==> src/rtl/vector_sweep_pkg.sv <==
// vector_sweep_pkg: sweep FSM states and sizing helpers shared by
// the truth-table sweep sequencer and its settle timer.
package vector_sweep_pkg;

  typedef enum logic [1:0] {
    IDLE,
    SETTLE,
    SAMPLE,
    DONE
  } sweep_state_t;

  localparam int N_IN_DEF = 3;

  function automatic int vec_count(input int n);
    return 1 << n;
  endfunction

  function automatic int err_width(input int n);
    return n + 1;
  endfunction

  function automatic int timer_width(input int settle);
    int w;
    w = $clog2(settle + 1);
    return (w < 1) ? 1 : w;
  endfunction

endpackage

==> src/rtl/vector_sweep_ctrl_settle_timer.sv <==
// settle_timer: loadable down-counter that stops at zero and
// flags when the settle interval has elapsed.
module settle_timer #(
  parameter int W = 1
) (
  input  logic         clk,
  input  logic         reset,
  input  logic         load_i,
  input  logic [W-1:0] load_val_i,
  input  logic         dec_i,
  output logic         zero_o
);

  logic [W-1:0] cnt_q, cnt_d;

  always_comb begin
    cnt_d = cnt_q;
    if (load_i) begin
      cnt_d = load_val_i;
    end else if (dec_i && (cnt_q != '0)) begin
      cnt_d = cnt_q - W'(1);
    end
  end

  always_ff @(posedge clk or posedge reset) begin
    if (reset) begin
      cnt_q <= '0;
    end else begin
      cnt_q <= cnt_d;
    end
  end

  assign zero_o = (cnt_q == '0);

endmodule

==> src/rtl/vector_sweep_ctrl.sv <==
// vector_sweep_ctrl: sweeps all input vectors of a small DUT and counts
// mismatches against a latched truth table. Option: VECTOR_SWEEP_ERRLOG_EN.
module vector_sweep_ctrl
  import vector_sweep_pkg::*;
#(
  parameter int N_IN       = N_IN_DEF,
  parameter int SETTLE_CYC = 1
) (
  input  logic                           clk,
  input  logic                           reset,
  input  logic                           start,
  input  logic [vec_count(N_IN)-1:0]     truth_tbl,
  output logic [N_IN-1:0]                dut_in,
  input  logic                           dut_y,
  output logic                           busy,
  output logic                           done,
  output logic [err_width(N_IN)-1:0]     err_cnt,
  output logic                           pass
`ifdef VECTOR_SWEEP_ERRLOG_EN
  ,
  output logic                           first_err_vld,
  output logic [N_IN-1:0]                first_err_vec
`endif
);

  localparam int NV = vec_count(N_IN);
  localparam int EW = err_width(N_IN);
  localparam int TW = timer_width(SETTLE_CYC);
  localparam logic [N_IN-1:0] LAST = '1;

  sweep_state_t    state_q, state_d;
  logic [N_IN-1:0] vec_q, vec_d;
  logic [NV-1:0]   tbl_q, tbl_d;
  logic [EW-1:0]   err_q, err_d;
  logic            busy_q, busy_d;
  logic            done_q, done_d;
  logic            tmr_ld, tmr_dec, tmr_zero;
  logic            mismatch;

`ifdef VECTOR_SWEEP_ERRLOG_EN
  logic            fe_vld_q, fe_vld_d;
  logic [N_IN-1:0] fe_vec_q, fe_vec_d;
`endif

  settle_timer #(
    .W(TW)
  ) u_timer (
    .clk        (clk),
    .reset      (reset),
    .load_i     (tmr_ld),
    .load_val_i (TW'(SETTLE_CYC)),
    .dec_i      (tmr_dec),
    .zero_o     (tmr_zero)
  );

  // Case inequality so an X/Z response is scored as a mismatch
  assign mismatch = (dut_y !== tbl_q[vec_q]);

  always_comb begin
    state_d = state_q;
    vec_d   = vec_q;
    tbl_d   = tbl_q;
    err_d   = err_q;
    busy_d  = busy_q;
    done_d  = done_q;
    tmr_ld  = 1'b0;
    tmr_dec = 1'b0;
`ifdef VECTOR_SWEEP_ERRLOG_EN
    fe_vld_d = fe_vld_q;
    fe_vec_d = fe_vec_q;
`endif
    unique case (state_q)
      IDLE, DONE: begin
        if (start) begin
          tbl_d   = truth_tbl;
          vec_d   = '0;
          tmr_ld  = 1'b1;
          err_d   = '0;
          done_d  = 1'b0;
          busy_d  = 1'b1;
          state_d = SETTLE;
`ifdef VECTOR_SWEEP_ERRLOG_EN
          fe_vld_d = 1'b0;
          fe_vec_d = '0;
`endif
        end
      end
      SETTLE: begin
        if (tmr_zero) begin
          state_d = SAMPLE;
        end else begin
          tmr_dec = 1'b1;
        end
      end
      SAMPLE: begin
        if (mismatch) begin
          err_d = err_q + EW'(1);
`ifdef VECTOR_SWEEP_ERRLOG_EN
          if (!fe_vld_q) begin
            fe_vld_d = 1'b1;
            fe_vec_d = vec_q;
          end
`endif
        end
        if (vec_q == LAST) begin
          state_d = DONE;
          busy_d  = 1'b0;
          done_d  = 1'b1;
        end else begin
          vec_d   = vec_q + N_IN'(1);
          tmr_ld  = 1'b1;
          state_d = SETTLE;
        end
      end
      default: state_d = IDLE;
    endcase
  end

  always_ff @(posedge clk or posedge reset) begin
    if (reset) begin
      state_q <= IDLE;
      vec_q   <= '0;
      tbl_q   <= '0;
      err_q   <= '0;
      busy_q  <= 1'b0;
      done_q  <= 1'b0;
    end else begin
      state_q <= state_d;
      vec_q   <= vec_d;
      tbl_q   <= tbl_d;
      err_q   <= err_d;
      busy_q  <= busy_d;
      done_q  <= done_d;
    end
  end

`ifdef VECTOR_SWEEP_ERRLOG_EN
  always_ff @(posedge clk or posedge reset) begin
    if (reset) begin
      fe_vld_q <= 1'b0;
      fe_vec_q <= '0;
    end else begin
      fe_vld_q <= fe_vld_d;
      fe_vec_q <= fe_vec_d;
    end
  end

  assign first_err_vld = fe_vld_q;
  assign first_err_vec = fe_vec_q;
`endif

  // The driven vector is the sweep register itself
  assign dut_in  = vec_q;
  assign busy    = busy_q;
  assign done    = done_q;
  assign err_cnt = err_q;
  assign pass    = done_q && (err_q == '0);

endmodule

==> config.mk <==
export PLATFORM = sky130hd
export DESIGN_NAME = vector_sweep_ctrl
export DESIGN_NICKNAME = d
export VERILOG_FILES = /design/src/rtl/vector_sweep_pkg.sv /design/src/rtl/vector_sweep_ctrl_settle_timer.sv /design/src/rtl/vector_sweep_ctrl.sv
export SDC_FILE = /design/constraint.sdc
export NUM_CORES = 1
export LEC_CHECK = 0
export ABC_AREA = 1
export CAP_MARGIN = 15
export CELL_PAD_IN_SITES_DETAIL_PLACEMENT = 1
export CELL_PAD_IN_SITES_GLOBAL_PLACEMENT = 2
export CORE_UTILIZATION = 38
export CTS_BUF_LIST = sky130_fd_sc_hd__clkbuf_16
export DETAILED_ROUTE_END_ITERATION = 10
export DONT_BUFFER_PORTS = 1
export PLACE_DENSITY_LB_ADDON = 0.1
export SYNTH_ARGS = -nofsm -noshare
export SYNTH_HDL_FRONTEND = slang
export SYNTH_SLANG_ARGS = --single-unit
==> constraint.sdc <==
create_clock -name clk -period 3.22 [get_ports clk]
set_clock_uncertainty 0.2 [all_clocks]
set_input_delay 0.644 -clock clk [delete_from_list [all_inputs] [get_ports clk]]
set_output_delay 0.644 -clock clk [all_outputs]
set_load 0.01 [all_outputs]
==> impl_results.md, run 1 <==
* Yosys warnings at 0
* Crit path largest cell delay at around 0.46 ns
* Flops & latches, synth at 20
* Final hold vios at 0
* Startpoint types: flip-flop
* Core ar. at between 2000 and 3000 um^2
* Share of post-route cells with drive strength above 1 at roughly 10%
* Fin Setup TNS at 0 ns
* Die Y at ~56 um
* Placed Area at 1130 um^2
* Relative slew slack at about half
* CP required at around 2.4 ns
* Status: finished clean
* Avg WL per Cell at about 14 um
* CP Launch Point: err_cnt[0]$_DFFE_PP0P_
* Die Width at between 50 and 60 um
* Post-CTS Setup Bufs at 0
* Pwr Density at ~890 nW/um^2
* Int Power at 0.000643 W
* Clk slew on worst S/H paths at 0.06 ns
* Vias post-DR at ~860
* Initial detailed-routing violation count at 28
* Total CTS buffers at 3
* Tot Pwr at 0.00108 W
* Post-DP HPWL at between 1500 and 2000 um
* CTS Root Cell: clkbuf_16
* Top-level I/O count at 22
* Post-CTS Hold Buffers at 0
* Worst-Skew Late Latency at approximately 0.25 ns
* Crit path capture type: primary output
* TritonCTS clock tree: done
* Initial core utilization at 39.9%
* Row count at 19
* CP cell instances: inv_1 > ha_1 > nand2_1 > nor3_1
* CTS Sinks at 20
* Switching share of power at between 40% and 50%
* Max Cap Viol at 0
* Largest net degree at the start of global routing at 21
* Total GRT Usage at about 17%
* CP max FO at 5
* Tmin final at approximately 2.2 ns
* Final Instance Area at around 1200 um^2
* Syn avg cell area at a little over 8 um^2
* Logic gate share of total power at between 30% and 40%
* Post-route ant nets at 0
* Post-Syn Instances at 135
* Reg2reg start: state_q[0]$_DFFE_PP0P_
* Initial antenna violation count at 0
* Critical path buffer and inverter count at 1
* Fmax at between 400 and 500 MHz
* # resized after CTS at 0
* CP max stage cell: dfrtp_1
* Sequential share of power at a little under two fifths
* Leakage Power at between 0.6 and 0.7 nW
* Highest routed metal layer: met4
* # DRC at 0
* HP Class: in2async
* Drt first pass iters at 4
* Clock power share at 23.8%
* Vias in the first global route at 941
* Unrepaired setup endpoints after global routing: false
* Ant. Diodes at 0
* First-pass GRT wire length at about 4200 um
* Routability cong. at about 0.77
* Mapped Nets at 155
* Post-layout nets at approximately 160
* Post-DR vias/cell at slightly above 5
* Period utilization at around two thirds
* Met1 Wirelength at around 1000 um
* Max rail drop VDD at ~0.39 mV
* Die area at a little over 3000 um^2
* DRT Wirelength at 2290 um
* H-Tree Level Count at 1
* Worst slew pin tran at just under 0.8 ns
* Switching power total at 0.000433 W
* Post-synthesis cell type count at 19
* Slew Viols, Final at 0
* Crit path DAT at about 1.3 ns
* Family with the most delay on the worst path: flip-flops
* Routed met3 length at around 87 um
* Remaining Overflow, GRT at 0
* # setup viols final at 0
* Synth Cell Area at ~1100 um^2
* Synth-to-layout area growth at 9.89%
* Clock buffer depth at 2
* IO Port Bufs at 0
* Seq/Total Area, Yosys at between 40% and 50%
* Met2 wire length at ~1100 um
* Crit Path Class: reg2out
[power by group through the flow]
stage                     Sequential, W  Combinational (W)  Clock [W]
final                          0.000413           0.000406   0.000256
after floorplan                0.000401           0.000333          0
after global routing           0.000427           0.000488   0.000272
after global placement         0.000414           0.000397          0
after detailed placement       0.000418           0.000410          0
after CTS                      0.000414           0.000417   0.000267
[per-layer routing]
layer / vias up / global-route usage (%)
li1: 427 / -
met1: 416 / 21.1
met2: 16 / 29.4
met3: 4 / 3.49
met4: 0 / 8.36
met5: - / 0
[cells in the mapped netlist, drive strengths merged]
| library cell | count | area (um^2) |
|---|---|---|
| nand2 | 36 | 145 |
| inv | 25 | 93.8 |
| dfrtp | 20 | 500 |
| nand3 | 14 | 95.1 |
| o21ai | 14 | 70.1 |
| ha | 8 | 100 |
| nor2 | 5 | 18.8 |
| a21oi | 4 | 20.0 |
| nand4 | 2 | 12.5 |
| buf | 1 | 5.00 |
| clkbuf | 1 | 3.75 |
| nor3 | 1 | 5.00 |
| o22ai | 1 | 6.26 |
| o31ai | 1 | 7.51 |
| xnor2 | 1 | 8.76 |
| xor2 | 1 | 8.76 |
[metrics by stage]
step                      hold WS [ns]  util, %  setup WS, ns  instances
after floorplan                  0.277        -          1.42        135
after global placement           0.308     41.0          1.36        164
after detailed placement         0.317     41.0          1.32        164
after CTS                        0.252     43.9          1.04        168
after global routing             0.290     43.9         0.986        168
final                            0.224     43.9          1.07        168
[placed cells by master (no fill, tap or decap), types with 2 or more instances in the layout]
cell       netlist  layout
ha_1             8       8
nand3_1          9       9
nand4_1          2       2
clkbuf_16        0       3
inv_2            2       2
o21ai_0         14      14
inv_1           23      23
nand2_1         32      32
nand3_2          5       5
a21oi_1          4       4
nand2_2          4       4
nor2_1           5       5
dfrtp_1         20      20
[worst paths after layout]
check | endpoint | slack [ns] | depth (start not counted)
max | pass | 1.07 | 4
min | busy$_DFFE_PP0P_ | 0.22 | 1
max reg2reg | err_cnt[0]$_DFFE_PP0P_ | 1.33 | 9
min reg2reg | state_q[1]$_DFFE_PP0P_ | 0.32 | 2
max in group asynchronous | tbl_q[2]$_DFFE_PP0P_ | 2.11 | 1
min in group clk | tbl_q[1]$_DFFE_PP0P_ | 0.32 | 2
[final cells by class]
type	instances	area, um^2
Tap cell	31	38.8
Inverter	25	93.8
Clock buffer	3	75.1
Multi-Input combinational cell	88	498
Sequential cell	20	500
Fill cell	341	1550
Clock inverter	1	3.75
[registers in the layout (all words and copies together), names as in the netlist]
name	cells
u_timer.cnt_q	1
tbl_q	8
state_q	2
err_cnt	4
dut_in	3
busy	1
done	1
[logic make-up after synthesis]
family	Yosys count	share of synthesized area, %
simple gates	58	25.1
buf+inv	27	9.32
compound gates	20	9.43
flops	20	45.5
fa+ha+maj	8	9.09
xor+xnor	2	1.59
Power figures use the tool's default switching activity.
==> run 2, diff against run 1 <==
Settings changed: CORE_UTILIZATION 38 to 32.
Clock period 3.22 ns to 1.7 ns, I/O delays scaled along.
==> impl_results.md, run 2 (synthesis results as in run 1) <==
* Leakage Power at 0.690 nW (+12%)
* RR Endpoint: busy$_DFFE_PP0P_
* Final Instance Area at 1360 um^2 (+12%)
* Family with the most delay on the worst path: flip-flops
* Critical path buffer and inverter count at 2 (+1)
* Status: finished clean
* IO Port Bufs at 0 (unchanged)
* Relative slew slack at 81.3% (+33 points)
* CP required at 1.16 ns (-1.22 ns)
* Final hold vios at 0 (unchanged)
* Max reg flops at 8 (unchanged)
* Clk slew on worst S/H paths at 0.05 ns (about the same)
* Initial antenna violation count at 0 (unchanged)
* Synth-to-layout area growth at 23.3%
* Ant. Diodes at 0 (unchanged)
* Clock buffer depth at 2 (unchanged)
* Drt first pass iters at 2 (-2)
* Die Y at 60.7 um (+8.7%)
* CTS Sinks at 20 (unchanged)
* Slew Viols, Final at 0 (unchanged)
* Max Cap Viol at 0 (unchanged)
* CTS Root Cell: clkbuf_16
* Reg2reg start: state_q[1]$_DFFE_PP0P_
* Commonest non-fill, non-tap cell in the layout: nand2_1
* Placed Area at 1210 um^2 (+7.4%)
* Biggest register: tbl_q
* Worst hold path depth at 2
* TritonCTS clock tree: done
* Hold path endpoint: tbl_q[0]$_DFFE_PP0P_
* Fillers at 391 (+15%)
* Unrepaired setup endpoints after global routing: true
* Post-layout nets at 172 (+8.9%)
* Post-DR vias/cell at 4.61 (-10%)
* Worst-Skew Late Latency at 0.25 ns (about the same)
* Largest net degree at the start of global routing at 18 (-14%)
* Die Width at 60.7 um (+8.7%)
* Max rail drop VDD at 0.504 mV (+30%)
* Routability cong. at 0.776 (+0.49%)
* Crit path DAT at 1.12 ns (-0.19 ns)
* Post-route ant nets at 0 (unchanged)
* Worst hold margin at 0.00930 ns (-0.214 ns)
* Crit Path Class: reg2out
* Remaining Overflow, GRT at 0 (unchanged)
* Tmin final at roughly 1.7 ns
* HP Class: in2reg
* DRT Wirelength at 2350 um (+2.5%)
* Total CTS buffers at 3 (unchanged)
* CP cell instances: inv_2 > ha_4 > nand2_2 > nor3_2 > buf_4
* Tot Pwr at 0.00220 W (+100%)
* Pwr Density at 1620 nW/um^2 (+82%)
* Row count at 20 (+1)
* Core ar. at 3150 um^2 (+14%)
* Startpoint types: flip-flop
* Initial detailed-routing violation count at 18 (-36%)
* Post-DP HPWL at 1810 um (+5.6%)
* Total GRT Usage at 14.7% (-2.6 points)
* Most frequent cells in the layout: nand2_1 (31), inv_1 (19), dfrtp_1 (19), o21ai_0 (14), buf_4 (13)
* Reg2Reg Depth at 8 (-1)
* # setup viols final at 0 (unchanged)
* Top-level I/O count at 22 (unchanged)
* Period utilization at ~100%
* H-Tree Level Count at 1 (unchanged)
* First-pass GRT wire length at 3910 um (-6.3%)
* FF-to-FF setup slack at 0.13 ns (-1.20 ns)
* Initial core utilization at 34.9% (-5.0 points)
* Crit path largest cell delay at 0.39 ns (-0.07 ns)
* Hold path startpoint: truth_tbl[0]
* Vias in the first global route at 906 (-3.7%)
* Crit path capture type: primary output
* CP max stage cell: dfrtp_1
* Vias post-DR at 895 (+3.7%)
* Die area at 3680 um^2 (+18%)
* CP max FO at 2 (-3)
* Avg WL per Cell at 12.1 um (-11%)
* # DRC at 0 (unchanged)
* Worst slew pin tran at 0.281 ns (-0.498 ns)
* Fmax at slightly above 600 MHz
* Share of post-route cells with drive strength above 1 at 24.7% (+14 points)
-- run 2: changes by cell type in the layout (fill, tap and decap cells not counted), sizes merged --
cell         change
clkinv           -1
dlygate4sd3      +1
buf             +13
-- run 2: through the flow --
step           instances  worst slack [ns]  setup TNS (ns)  utilization, %
2_1_floorplan        135            0.0810               0               -
6_report             194            0.0419               0            43.1
4_1_cts              191           0.00594               0            42.1
3_5_place_dp         186            0.0277               0            38.5
3_3_place_gp         186            0.0457               0            38.5
5_1_grt              194           -0.0209         -0.0232            43.1
-- run 2: metal layers --
| layer | wire [um] | GRT usage [%] | share of wire, % | vias to the layer above |
|---|---|---|---|---|
| li1 | - | - | - | 459 |
| met5 | 0 | 0 | 0 | - |
| met4 | 15 | 6.82 | 0.64 | 0 |
| met1 | 1120 | 19.1 | 48 | 419 |
| met3 | 105 | 3.41 | 4.5 | 2 |
| met2 | 1110 | 23.4 | 47 | 15 |
-- run 2: area by class of cell --
| type | instances | area (um^2) | share of cell area, % |
|---|---|---|---|
| tap | 44 | 55.1 | 4.06 |
| sequential | 20 | 502 | 37.0 |
| inverter | 25 | 93.8 | 6.91 |
| multi-input combinational | 88 | 524 | 38.6 |
| timing repair buffer | 14 | 108 | 7.93 |
| clock buffer | 3 | 75.1 | 5.53 |
-- run 2: worst max path at each step --
| stage | startpoint | to | depth (start not counted) |
|---|---|---|---|
| after CTS | state_q[0]$_DFFE_PP0P_ | err_cnt[2]$_DFFE_PP0P_ | 9 |
| after detailed placement | state_q[0]$_DFFE_PP0P_ | err_cnt[2]$_DFFE_PP0P_ | 9 |
| after global placement | state_q[0]$_DFFE_PP0P_ | err_cnt[2]$_DFFE_PP0P_ | 9 |
| after global routing | err_cnt[0]$_DFFE_PP0P_ | pass | 5 |
| after floorplan | state_q[0]$_DFFE_PP0P_ | err_cnt[0]$_DFFE_PP0P_ | 8 |
| final | err_cnt[1]$_DFFE_PP0P_ | pass | 5 |
-- run 2: power breakdown --
| part | switching (W) | leakage [nW] | total, W | internal [W] |
|---|---|---|---|---|
| clock | 0.000167 | 0.0370 | 0.000477 | 0.000310 |
| combinational | 0.000593 | 0.397 | 0.000975 | 0.000382 |
| sequential | 0.0000967 | 0.256 | 0.000750 | 0.000653 |
| total | 0.000857 | 0.690 | 0.00220 | 0.00134 |
-- run 2: repair_timing --
action | CTS | global route
hold buffers | 1 | 0
gates resized for setup | 6 | 5
pin swaps | 2 | 1
hold endpoints to repair | 6 | 0
buffers inserted | 1 | 3
endpoints found under the setup margin | 1 | 12
